**src/rtl/sram_arbiter.sv**
```systemverilog
// Two-port valid/ready arbiter and pin sequencer for an asynchronous 16Kx8 SRAM.
// Define SRAM_ARB_RR_EN for round-robin arbitration; otherwise port 0 has fixed priority.
module sram_arbiter #(
  parameter int ADDR_W      = 14,
  parameter int DATA_W      = 8,
  parameter int WAIT_CYCLES = 1
) (
  input  logic                clk_i,
  input  logic                rst_i,
  input  logic [1:0]          req_valid_i,
  output logic [1:0]          req_ready_o,
  input  logic [1:0]          req_we_i,
  input  logic [2*ADDR_W-1:0] req_addr_i,
  input  logic [2*DATA_W-1:0] req_wdata_i,
  output logic [1:0]          rsp_valid_o,
  output logic [DATA_W-1:0]   rsp_rdata_o,
  output logic                sram_cs_n_o,
  output logic                sram_we_n_o,
  output logic                sram_oe_n_o,
  output logic [ADDR_W-1:0]   sram_addr_o,
  output logic [DATA_W-1:0]   sram_dq_o,
  output logic                sram_dq_oe_o,
  input  logic [DATA_W-1:0]   sram_dq_i,
  output logic [2:0]          dbg_state_o
);

  // Handshake: a request transfers in the cycle where req_valid_i[p] & req_ready_o[p];
  // the requester holds valid and payload stable until then.
  typedef enum logic [2:0] {
    S_IDLE     = 3'd0,
    S_RD       = 3'd1,
    S_WR_SETUP = 3'd2,
    S_WR_PULSE = 3'd3,
    S_WR_HOLD  = 3'd4
  } state_t;

  localparam int CNT_W = $clog2(WAIT_CYCLES + 2);
  localparam logic [CNT_W-1:0] CNT_LAST = CNT_W'(WAIT_CYCLES);

  state_t              state, state_n;
  logic [CNT_W-1:0]    cnt;
  logic                cnt_last;
  logic                gnt;
  logic                gnt_q;
  logic                hs;
  logic                sel_we;
  logic [ADDR_W-1:0]   sel_addr;
  logic [DATA_W-1:0]   sel_wdata;

  assign cnt_last    = (cnt == CNT_LAST);
  assign dbg_state_o = state;
  assign sel_we      = gnt ? req_we_i[1] : req_we_i[0];
  assign sel_addr    = gnt ? req_addr_i[2*ADDR_W-1:ADDR_W] : req_addr_i[ADDR_W-1:0];
  assign sel_wdata   = gnt ? req_wdata_i[2*DATA_W-1:DATA_W] : req_wdata_i[DATA_W-1:0];

`ifdef SRAM_ARB_RR_EN
  logic last_gnt;

  always_comb begin
    if (&req_valid_i) gnt = ~last_gnt;
    else              gnt = ~req_valid_i[0];
  end

  always_ff @(posedge clk_i) begin
    if (rst_i)   last_gnt <= 1'b1;
    else if (hs) last_gnt <= gnt;
  end
`else
  always_comb begin
    gnt = ~req_valid_i[0];
  end
`endif

  always_comb begin
    state_n     = state;
    req_ready_o = 2'b00;
    hs          = 1'b0;
    case (state)
      S_IDLE: begin
        if (!rst_i) begin
          req_ready_o = gnt ? {req_valid_i[1], 1'b0} : {1'b0, req_valid_i[0]};
        end
        hs = |(req_ready_o & req_valid_i);
        if (hs) state_n = sel_we ? S_WR_SETUP : S_RD;
      end
      S_RD:       if (cnt_last) state_n = S_IDLE;
      S_WR_SETUP: state_n = S_WR_PULSE;
      S_WR_PULSE: if (cnt_last) state_n = S_WR_HOLD;
      S_WR_HOLD:  state_n = S_IDLE;
      default:    state_n = S_IDLE;
    endcase
  end

  // Pin flops are loaded from the next state so strobes line up with the state they belong to.
  always_ff @(posedge clk_i) begin
    if (rst_i) begin
      state        <= S_IDLE;
      cnt          <= '0;
      gnt_q        <= 1'b0;
      sram_cs_n_o  <= 1'b1;
      sram_we_n_o  <= 1'b1;
      sram_oe_n_o  <= 1'b1;
      sram_dq_oe_o <= 1'b0;
      sram_addr_o  <= '0;
      sram_dq_o    <= '0;
      rsp_valid_o  <= 2'b00;
      rsp_rdata_o  <= '0;
    end else begin
      state        <= state_n;
      cnt          <= (state_n != state) ? '0 : cnt + 1'b1;
      sram_cs_n_o  <= (state_n == S_IDLE);
      sram_oe_n_o  <= (state_n != S_RD);
      sram_we_n_o  <= (state_n != S_WR_PULSE);
      sram_dq_oe_o <= (state_n == S_WR_SETUP) || (state_n == S_WR_PULSE) ||
                      (state_n == S_WR_HOLD);
      if (hs) begin
        gnt_q       <= gnt;
        sram_addr_o <= sel_addr;
        sram_dq_o   <= sel_wdata;
      end
      rsp_valid_o <= 2'b00;
      if (((state == S_RD) && cnt_last) || (state == S_WR_HOLD)) begin
        rsp_valid_o[gnt_q] <= 1'b1;
      end
      if ((state == S_RD) && cnt_last) begin
        rsp_rdata_o <= sram_dq_i;
      end
    end
  end

endmodule

```
**config.mk**
```make
export PLATFORM = sky130hd
export DESIGN_NAME = sram_arbiter
export DESIGN_NICKNAME = d
export VERILOG_FILES = /design/src/rtl/sram_arbiter.sv
export SDC_FILE = /design/constraint.sdc
export NUM_CORES = 1
export LEC_CHECK = 0
export BUFFER_PORTS_ARGS = -buffer_cell sky130_fd_sc_hd__buf_2
export CAP_MARGIN = 0
export CORE_MARGIN = 5
export CORE_UTILIZATION = 41
export CTS_BUF_LIST = sky130_fd_sc_hd__clkbuf_4
export CTS_CLUSTER_DIAMETER = 60
export DETAILED_ROUTE_END_ITERATION = 7
export PLACE_DENSITY = 0.77
export SLEW_MARGIN = 20
export SYNTH_ARGS = -nofsm -noshare
export SYNTH_HDL_FRONTEND = slang
export SYNTH_SLANG_ARGS = --single-unit
```
**constraint.sdc**
```tcl
create_clock -name clk_i -period 1.7 [get_ports clk_i]
set_clock_uncertainty 0.1 [all_clocks]
set_input_delay 0.085 -clock clk_i [delete_from_list [all_inputs] [get_ports clk_i]]
set_output_delay 0.085 -clock clk_i [all_outputs]
set_load 0.01 [all_outputs]
```
==> results of run 1 <==
layer usage:
metal | up-vias | global-route usage
met4 | 0 | 0.0664
met3 | 11 | 0.0457
met2 | 61 | 0.357
met1 | 928 | 0.220
li1 | 978 | -
met5 | - | 0
layout by cell type, fill, tap and decap left out, types with 5 or more instances in the layout:
cell type,synthesis,layout
a211oi_1,23,10
a211oi_2,0,13
buf_2,4,98
buf_4,1,12
clkbuf_4,0,7
dfxtp_1,42,39
dlygate4sd3_1,0,47
mux2i_1,33,33
nand2_1,5,5
nor2_1,37,37
state kept, by name, indices dropped and copies added, names as in the netlist:
| register | flops |
|---|---|
| sram_dq_oe_o | 1 |
| gnt_q | 1 |
| sram_dq_o | 8 |
| dbg_state_o | 3 |
| cnt | 2 |
| sram_addr_o | 14 |
| sram_oe_n_o | 1 |
| sram_we_n_o | 1 |
| rsp_valid_o | 2 |
| sram_cs_n_o | 1 |
| rsp_rdata_o | 8 |
logic make-up after synthesis:
kind of cell    count (synthesis)
flops                          42
fa+ha+maj                       1
simple gates                   62
mux                            34
compound gates                 32
buf+inv                        17
critical path: cells and delay by family (launching register included):
| kind | cells | cell delay, ns |
|---|---|---|
| flip-flops | 1 | 0.34 |
| AO/OA/AOI/OAI | 2 | 0.44 |
| AND/OR/NAND/NOR | 2 | 0.77 |
final cells by class:
| class | instances | area [µm²] | share of cell area |
|---|---|---|---|
| clock buffers | 7 | 52.6 | 0.0167 |
| clock inverters | 1 | 30.0 | 0.00957 |
| well taps | 52 | 65.1 | 0.0207 |
| flip-flops and latches | 42 | 845 | 0.269 |
| repair buffers | 162 | 1140 | 0.363 |
| inverters | 2 | 7.51 | 0.00239 |
| multi-input cells | 129 | 1000 | 0.319 |
report_power, final:
group | leakage, nW | switching [mW] | total [mW] | internal, mW
Combinational | 1.08 | 0.399 | 0.837 | 0.438
Sequential | 0.346 | 0.0475 | 1.14 | 1.09
Clock | 0.0463 | 0.311 | 0.655 | 0.344
timing repair:
item                                    in CTS  in global routing
endpoints found under the setup margin      25                 29
resized for setup                            7                 16
hold buffers                                47                  0
setup buffers                                2                  1
endpoints found under the hold margin       32                  0
pin swaps                                    6                  7
cloned                                       1                  2
through the flow:
stage                     setup slack, ns  instance area, µm²
final                             -0.0433                3140
after global routing              -0.0939                3140
after CTS                         -0.0580                3040
after detailed placement          -0.0517                2420
after global placement            -0.0274                2420
after floorplan                    -0.176                1880
how the worst max path moves through the flow:
stage                               from                          end  slack [ns]  cells past startpoint
6_report       dbg_state_o[2]$_SDFF_PP0_       sram_we_n_o$_SDFF_PP1_       -0.04                      4
5_1_grt        dbg_state_o[2]$_SDFF_PP0_       sram_we_n_o$_SDFF_PP1_       -0.09                      4
4_1_cts        dbg_state_o[2]$_SDFF_PP0_       sram_we_n_o$_SDFF_PP1_       -0.06                      4
3_5_place_dp   dbg_state_o[0]$_SDFF_PP0_  sram_addr_o[1]$_SDFFE_PP0P_       -0.05                      6
3_3_place_gp   dbg_state_o[0]$_SDFF_PP0_       sram_we_n_o$_SDFF_PP1_       -0.03                      4
2_1_floorplan  dbg_state_o[1]$_SDFF_PP0_       sram_we_n_o$_SDFF_PP1_       -0.18                      5
==> run metrics, run 1 <==
R2R depth 4; Initial DRC Count roughly 90; Max Fclk around 570 MHz; asr flop ratio synth 0; PortBufs roughly 100; Placer Congestion 0.816; Reg clk slew, reported paths 0.12 ns; final wirelength 5910 µm; # rows 24; worst slew pin tran 0.304 ns; WP data required 1.86 ns; post-layout net count 401; total die area 5920 µm²; metal2 WL 3200 µm; hold endpoint sram_addr_o[3]$_SDFFE_PP0P_; largest net degree at the start of global routing 23; top cells by area, synth dfxtp_1 (46%), mux2i_1 (18%), a211oi_1 (9.4%); Max-Cap Viols 0; syn_nets 247; antenna violations before repair 0; total grt overflow 0; post-synthesis adder-cell area fraction 0.00682; fraction of layout cells with a size suffix above 1 0.434; setup violators final 2; WS Path Type flip-flop to flip-flop; Die W 76.9 µm; post-route ant nets 0; number of synthesized flops with an enable pin 0; WL met1 2280 µm; Post-Synth Simple-Gate Area 0.169; filler instances 311; unrepaired setup endpoints after global routing yes; root buffer cell clkbuf_4; Synth Flop Type dfxtp_1; Seq cells post-synth 42; H-Tree Level Count 2; Final Core Density 0.721; fin crit share 1.03; Rel. slew slack 0.797; Hold WC Path Type input port to flip-flop; Crit path largest cell delay 0.39 ns; top-count cell post-synth dfxtp_1; final worst slack -0.0433 ns; Setup crit end kind flip-flop; worst skew pair latency 0.35 ns; DRC viols 0; Syn Area/Cell 9.76 µm²; main combinational cell family by area after synthesis multiplexers; vias in the first global route 1995; placed insts 335; Cell variety after synth 33; CP Cell Sequence or3_4 > or3_4 > o21a_4 > a211o_1; n_diodes 0; chip height 76.9 µm; largest vdd supply drop 0.481 mV; hold_sp req_addr_i[3]; Leakage 1.47 nW; worst r2r dst sram_we_n_o$_SDFF_PP1_; core area 4350 µm²; post-synth top area share 0.458; Fin. Hold Viols 0; Gate Count Post-Synth ~190; met3 WL post-DR 304 µm; post-synthesis xor/xnor area fraction 0; vias per inst 5.01; I/O pin count between 90 and 100; Compound-Gate Fraction of Synth Area 0.128; Max Slew Vio Count 0; effective utilization at floorplan 0.422; synth warn 0; violated checks negative setup slack; final setup TNS -0.0535 ns; register area share after synthesis 0.458; synth cell count leaders dfxtp_1 (42), nor2_1 (37), mux2i_1 (33); area delta synth->final 71.0%; routed len/inst 15.0 µm; Max Fanout on Critical Path 4; GRT Util Overall 0.195; power per cell area 837 nW/µm²; Bufs on Longest Clock Path 2; DRT Pass-1 Iters 4; area leader, netlist dfxtp_1; FF-to-FF Start dbg_state_o[2]$_SDFF_PP0_; first-pass GRT wire length 9510 µm; Post-Layout Cell Count 395; post-synthesis mux area share 0.186; DR vias 1978; Hold Worst Slack around 0.014 ns; synthesized cell area 1840 µm²; Worst EP arrival 1.90 ns; post-DP HPWL 3540 µm; uppermost layer routed met4; total CTS buffers 5; overall power between 2 and 3 mW; Reg2Reg Setup Slack -0.04 ns; slowest stage cell, crit path or3_4; Worst Setup Start Kind flip-flop; crit-path most repeated cell or3_4; hold depth 3; Final min period 1.74 ns; CTS tree yes; status finished, violations left; CTS sink cnt 42
Power figures use the tool's default switching activity.
==> run 2, diff against run 1 <==
--- a/config.mk
+++ b/config.mk
@@ -7,12 +7,15 @@
 export LEC_CHECK = 0
 export BUFFER_PORTS_ARGS = -buffer_cell sky130_fd_sc_hd__buf_2
 export CAP_MARGIN = 0
+export CELL_PAD_IN_SITES_DETAIL_PLACEMENT = 1
+export CELL_PAD_IN_SITES_GLOBAL_PLACEMENT = 2
 export CORE_MARGIN = 5
-export CORE_UTILIZATION = 41
+export CORE_UTILIZATION = 26
 export CTS_BUF_LIST = sky130_fd_sc_hd__clkbuf_4
 export CTS_CLUSTER_DIAMETER = 60
 export DETAILED_ROUTE_END_ITERATION = 7
-export PLACE_DENSITY = 0.77
+export PLACE_DENSITY_LB_ADDON = 0.1
+export SKIP_LAST_GASP = 1
 export SLEW_MARGIN = 20
 export SYNTH_ARGS = -nofsm -noshare
 export SYNTH_HDL_FRONTEND = slang
==> constraint.sdc (replaced) <==
create_clock -name clk_i -period 1.8 [get_ports clk_i]
set_clock_uncertainty 0.1 [all_clocks]
set_input_delay 0.09 -clock clk_i [delete_from_list [all_inputs] [get_ports clk_i]]
set_output_delay 0.09 -clock clk_i [all_outputs]
set_load 0.01 [all_outputs]
==> run 2 against run 1 <==
Net effect:
- the run still ends with negative setup slack left
- maximum frequency is 3.5% lower
- register-to-register slack better by 0.04 ns
- clock power is 29% lower
- routed wire length is 1.6% higher
- global-route usage is 6.1 points lower
- combinational power is 14% lower
- die area is 49% higher
- sequential share of layout area is 0.98 points higher
- final area is 3.7% lower
- first-iteration DRC count is 49% lower
- via count is 3.3% lower
==> run metrics, run 2 (synthesis gave the netlist of run 1 again) <==
first-pass GRT wire length around 9300 µm; Initial DRC Count 45; Rel. slew slack 0.744; final wirelength 6000 µm; vias in the first global route between 1500 and 2000; root buffer cell clkbuf_4; post-route ant nets 0; post-DP HPWL 3960 µm; post-layout net count 395; largest net degree at the start of global routing 45; status finished, violations left; Max-Cap Viols 0; GRT Util Overall 0.134; antenna violations before repair 0; violated checks negative setup slack; CTS tree yes; n_diodes 0; WP data required between 1.5 and 2 ns; Worst Setup Start Kind flip-flop; most frequent cells in the layout buf_2 (98), dlygate4sd3_1 (46), dfxtp_1 (40); Top reg by flops sram_addr_o; Max Slew Vio Count 0; effective utilization at floorplan 0.269; Worst EP arrival 2.00 ns; Post-Layout Cell Count between 400 and 500; Fin. Hold Viols 0; Largest register FFs 14; WS Path Type flip-flop to flip-flop; Leakage 1.41 nW; DRT Pass-1 Iters 4; total die area 8840 µm²; worst skew pair latency about 0.34 ns; DRC viols 0; total CTS buffers 5; chip height around 94 µm; dpl ws 0.0283 ns; setup violators final 1; CTS sink cnt 42; area delta synth->final 64.7%; Max Fanout on Critical Path 13; power per cell area between 700 and 800 nW/µm²; Placer Congestion 0.696; fraction of layout cells with a size suffix above 1 0.387; largest vdd supply drop 0.292 mV; placed insts 377; Hold WC Path Type input port to flip-flop; fin crit share 1.00; Reg clk slew, reported paths 0.12 ns; commonest non-fill, non-tap cell in the layout buf_2; Final Core Density 0.442; Max Fclk 553 MHz; Final min period 1.81 ns; worst slew pin tran 0.384 ns; routed len/inst 13.9 µm; I/O pin count 99; final worst slack -0.00714 ns; core area 6830 µm²; total grt overflow 0; PortBufs slightly below 100; Die W around 94 µm; Setup crit end kind flip-flop; unrepaired setup endpoints after global routing yes; vias per inst about 4.4; H-Tree Level Count 2; biggest regs sram_addr_o: 14 flops, rsp_rdata_o: 8 flops, sram_dq_o: 8 flops; overall power 2.25 mW; Bufs on Longest Clock Path 2; # rows 30; DR vias approximately 1900
[run 2: timing repair]
| action | in CTS | in global routing |
|---|---|---|
| endpoints found under the setup margin | 2 | 7 |
| gates cloned | 0 | 1 |
| hold endpoints to repair | 28 | 0 |
| resized for setup | 2 | 4 |
| pin swaps | 0 | 2 |
| buffers inserted | 0 | 1 |
| hold buffers | 46 | 0 |
[run 2: metal layers]
metal,global-route usage,vias to the layer above,part of all wire
met3,0.0505,6,0.076
met5,0,-,0
li1,-,961,-
met4,0.0361,0,0.011
met2,0.249,57,0.52
met1,0.140,888,0.39
[run 2: final cells by class]
class,count,area [µm²]
sequential,42,843
tap,96,120
clock buffer,7,52.6
multi-input combinational,129,928
fill,831,3810
timing repair buffer,156,1070
inverter,2,7.51
[run 2: critical path: stages, from the launching register on]
cell,delay [ns]
dfxtp_1,0.33
buf_4,0.18
nor3_1,0.25
a21oi_1,0.11
a211oi_1,0.21
dlygate4sd3_1,0.58
[run 2: metrics by stage]
step / instance area (µm²) / TNS [ns] / hold slack, ns
2_1_floorplan: 1840 / -0.0770 / 0.137
3_3_place_gp: 2450 / 0 / 0.229
3_5_place_dp: 2450 / 0 / 0.239
4_1_cts: 2970 / 0 / 0.00262
5_1_grt: 3020 / -0.149 / 0.0211
6_report: 3020 / -0.00714 / 0.0151
[run 2: final timing paths]
path | slack, ns | startpoint | endpoint | cells after the start
setup / recovery | -0.007 | dbg_state_o[0]$_SDFF_PP0_ | gnt_q$_SDFFE_PP0P_ | 5
hold / removal | 0.02 | req_addr_i[22] | sram_addr_o[8]$_SDFFE_PP0P_ | 3
setup reg to reg | -0.007 | dbg_state_o[0]$_SDFF_PP0_ | gnt_q$_SDFFE_PP0P_ | 5
hold reg to reg | 0.35 | gnt_q$_SDFFE_PP0P_ | rsp_valid_o[0]$_SDFF_PP0_ | 1
[run 2: power breakdown]
part / switching [mW] / internal [mW] / leakage [nW] / total, mW
Clock: 0.288 / 0.178 / 0.0322 / 0.466
Combinational: 0.340 / 0.379 / 1.03 / 0.719
Sequential: 0.0423 / 1.03 / 0.346 / 1.07
==> run 3, diff against run 2 <==
==> constraint.sdc (replaced) <==
create_clock -name clk_i -period 1.8 [get_ports clk_i]
set_clock_uncertainty 0.1 [all_clocks]
set_input_delay 0.27 -clock clk_i [delete_from_list [all_inputs] [get_ports clk_i]]
set_output_delay 0.27 -clock clk_i [all_outputs]
set_load 0.01 [all_outputs]
==> run 3 against run 2 <==
Net effect:
- the run now ends clean
- worst setup slack better by 0.010 ns
- cell count is 9.5% lower
- non-clock buffer count is 42 lower
- critical path depth is 1 lower
- clock-buffer cell count is 2 lower
- clock power is 7.3% lower
- global-route usage is 1.4 points lower
- flip-flop and latch count stayed put
- die area stayed put
- worst hold slack better by 0.032 ns
- critical path type unchanged
- largest cell class is now multi-input gates
- largest power group unchanged
==> run metrics, run 3 (synthesis gave the netlist of run 1 again) <==
final wirelength 5290 µm; post-DP HPWL 4170 µm; chip height 94.0 µm; area delta synth->final 40.4%; DR vias ~1700; first-pass GRT wire length 8470 µm; WP data required 1.93 ns; n_diodes 0; Setup crit end kind flip-flop; hold endpoint rsp_rdata_o[3]$_SDFFE_PP0P_; commonest non-fill, non-tap cell in the layout buf_2; Final min period ~1.8 ns; CTS sink cnt 42; Hold WC Path Type input port to flip-flop; I/O pin count 99; setup violators final 0; Max-Cap Viols 0; Reg2Reg Setup Slack 0.003 ns; hold depth 3; worst slew pin tran 0.378 ns; Worst Setup Start Kind flip-flop; total CTS buffers 5; total die area 8840 µm²; Max Fclk 557 MHz; hold buffers post-CTS 0; Die W 94.0 µm; fin crit share 0.998; FF-to-FF Start dbg_state_o[0]$_SDFF_PP0_; fraction of layout cells with a size suffix above 1 0.447; CTS tree yes; DRT Pass-1 Iters 4; core area 6830 µm²; effective utilization at floorplan 0.269; Hold Worst Slack 0.0472 ns; Rel. slew slack 0.748; post-layout net count 353; Initial DRC Count 34; Max Fanout on Critical Path 3; vias per inst between 4 and 5; filler instances 841; routed len/inst between 10 and 15 µm; antenna violations before repair 0; Top reg by flops sram_addr_o; GRT Util Overall 0.121; DRC viols 0; vias in the first global route 1792; Reg clk slew, reported paths 0.13 ns; biggest regs sram_addr_o: 14 flops, rsp_rdata_o: 8 flops, sram_dq_o: 8 flops; final setup TNS 0 ns; post-route ant nets 0; largest net degree at the start of global routing 45; most frequent cells in the layout buf_2 (98), dfxtp_1 (39), nor2_1 (37); Worst EP arrival 1.93 ns; largest vdd supply drop 0.300 mV; worst skew pair latency 0.33 ns; Bufs on Longest Clock Path 2; overall power 2.12 mW; Leakage 1.22 nW; R2R depth 4; Max Slew Vio Count 0; total grt overflow 0; worst r2r dst sram_we_n_o$_SDFF_PP1_; Fin. Hold Viols 0; H-Tree Level Count 2; status finished, final reports clean; power per cell area 823 nW/µm²; WS Path Type flip-flop to flip-flop; hold_sp sram_dq_i[3]; # rows 30; root buffer cell clkbuf_4; unrepaired setup endpoints after global routing yes; Largest register FFs 14; Placer Congestion 0.722; PortBufs ~100
## run 3: changes by cell type in the layout (fill, tap and decap cells not counted), sizes merged
cell         before  now
clkinv            0    3
buf             109  114
dlygate4sd3      46    0
clkbuf            8    5
## run 3: worst max-delay path by stage
| stage | slack [ns] | from | end | cells after the start |
|---|---|---|---|---|
| final | 0.003 | dbg_state_o[0]$_SDFF_PP0_ | sram_we_n_o$_SDFF_PP1_ | 4 |
| after global routing | -0.05 | dbg_state_o[2]$_SDFF_PP0_ | req_ready_o[0] | 4 |
| after global placement | 0.03 | dbg_state_o[0]$_SDFF_PP0_ | sram_we_n_o$_SDFF_PP1_ | 4 |
| after CTS | -0.007 | dbg_state_o[1]$_SDFF_PP0_ | sram_we_n_o$_SDFF_PP1_ | 4 |
| after detailed placement | -0.001 | dbg_state_o[0]$_SDFF_PP0_ | sram_we_n_o$_SDFF_PP1_ | 4 |
| after floorplan | -0.08 | dbg_state_o[1]$_SDFF_PP0_ | sram_we_n_o$_SDFF_PP1_ | 5 |
## run 3: stage by stage
stage | area, µm² | instances | setup WS [ns] | util
after global routing | 2580 | 391 | -0.0487 | 0.377
after detailed placement | 2470 | 380 | -0.00123 | 0.362
after CTS | 2560 | 391 | -0.00746 | 0.375
final | 2580 | 391 | 0.00311 | 0.377
after floorplan | 1840 | 188 | -0.0770 | -
after global placement | 2470 | 380 | 0.0325 | 0.362
## run 3: power breakdown
group | internal (mW) | total [mW] | leakage, nW | switching (mW)
Combinational | 0.302 | 0.619 | 0.851 | 0.317
Sequential | 1.03 | 1.07 | 0.346 | 0.0421
Clock | 0.140 | 0.432 | 0.0277 | 0.293
## run 3: layout make-up
| type | instances | area [µm²] | area share |
|---|---|---|---|
| clock inverter | 3 | 11.3 | 0.00437 |
| inverter | 2 | 7.51 | 0.00291 |
| tap | 96 | 120 | 0.0466 |
| timing repair buffer | 114 | 631 | 0.245 |
| sequential | 42 | 845 | 0.328 |
| clock buffer | 5 | 37.5 | 0.0146 |
| multi-input combinational | 129 | 926 | 0.359 |
## run 3: worst max-delay path, cell delays in order, from the launching register on
cell and delay, ns:
dfxtp_2 0.34, or3_4 0.41, or3_4 0.41, o21a_4 0.21
a211o_1 0.23
## run 3: timing repair
item | in CTS | in global routing
resized for setup | 5 | 4
pin swaps | 6 | 4
cloned | 0 | 0
setup buffers | 3 | 0
setup endpoints to repair | 3 | 6
## run 3: per-layer routing
layer,up-vias,wire [µm],global-route usage
met4,0,63,0.0397
li1,885,-,-
met1,785,2280,0.144
met5,-,0,0
met2,60,2560,0.200
met3,7,391,0.0433
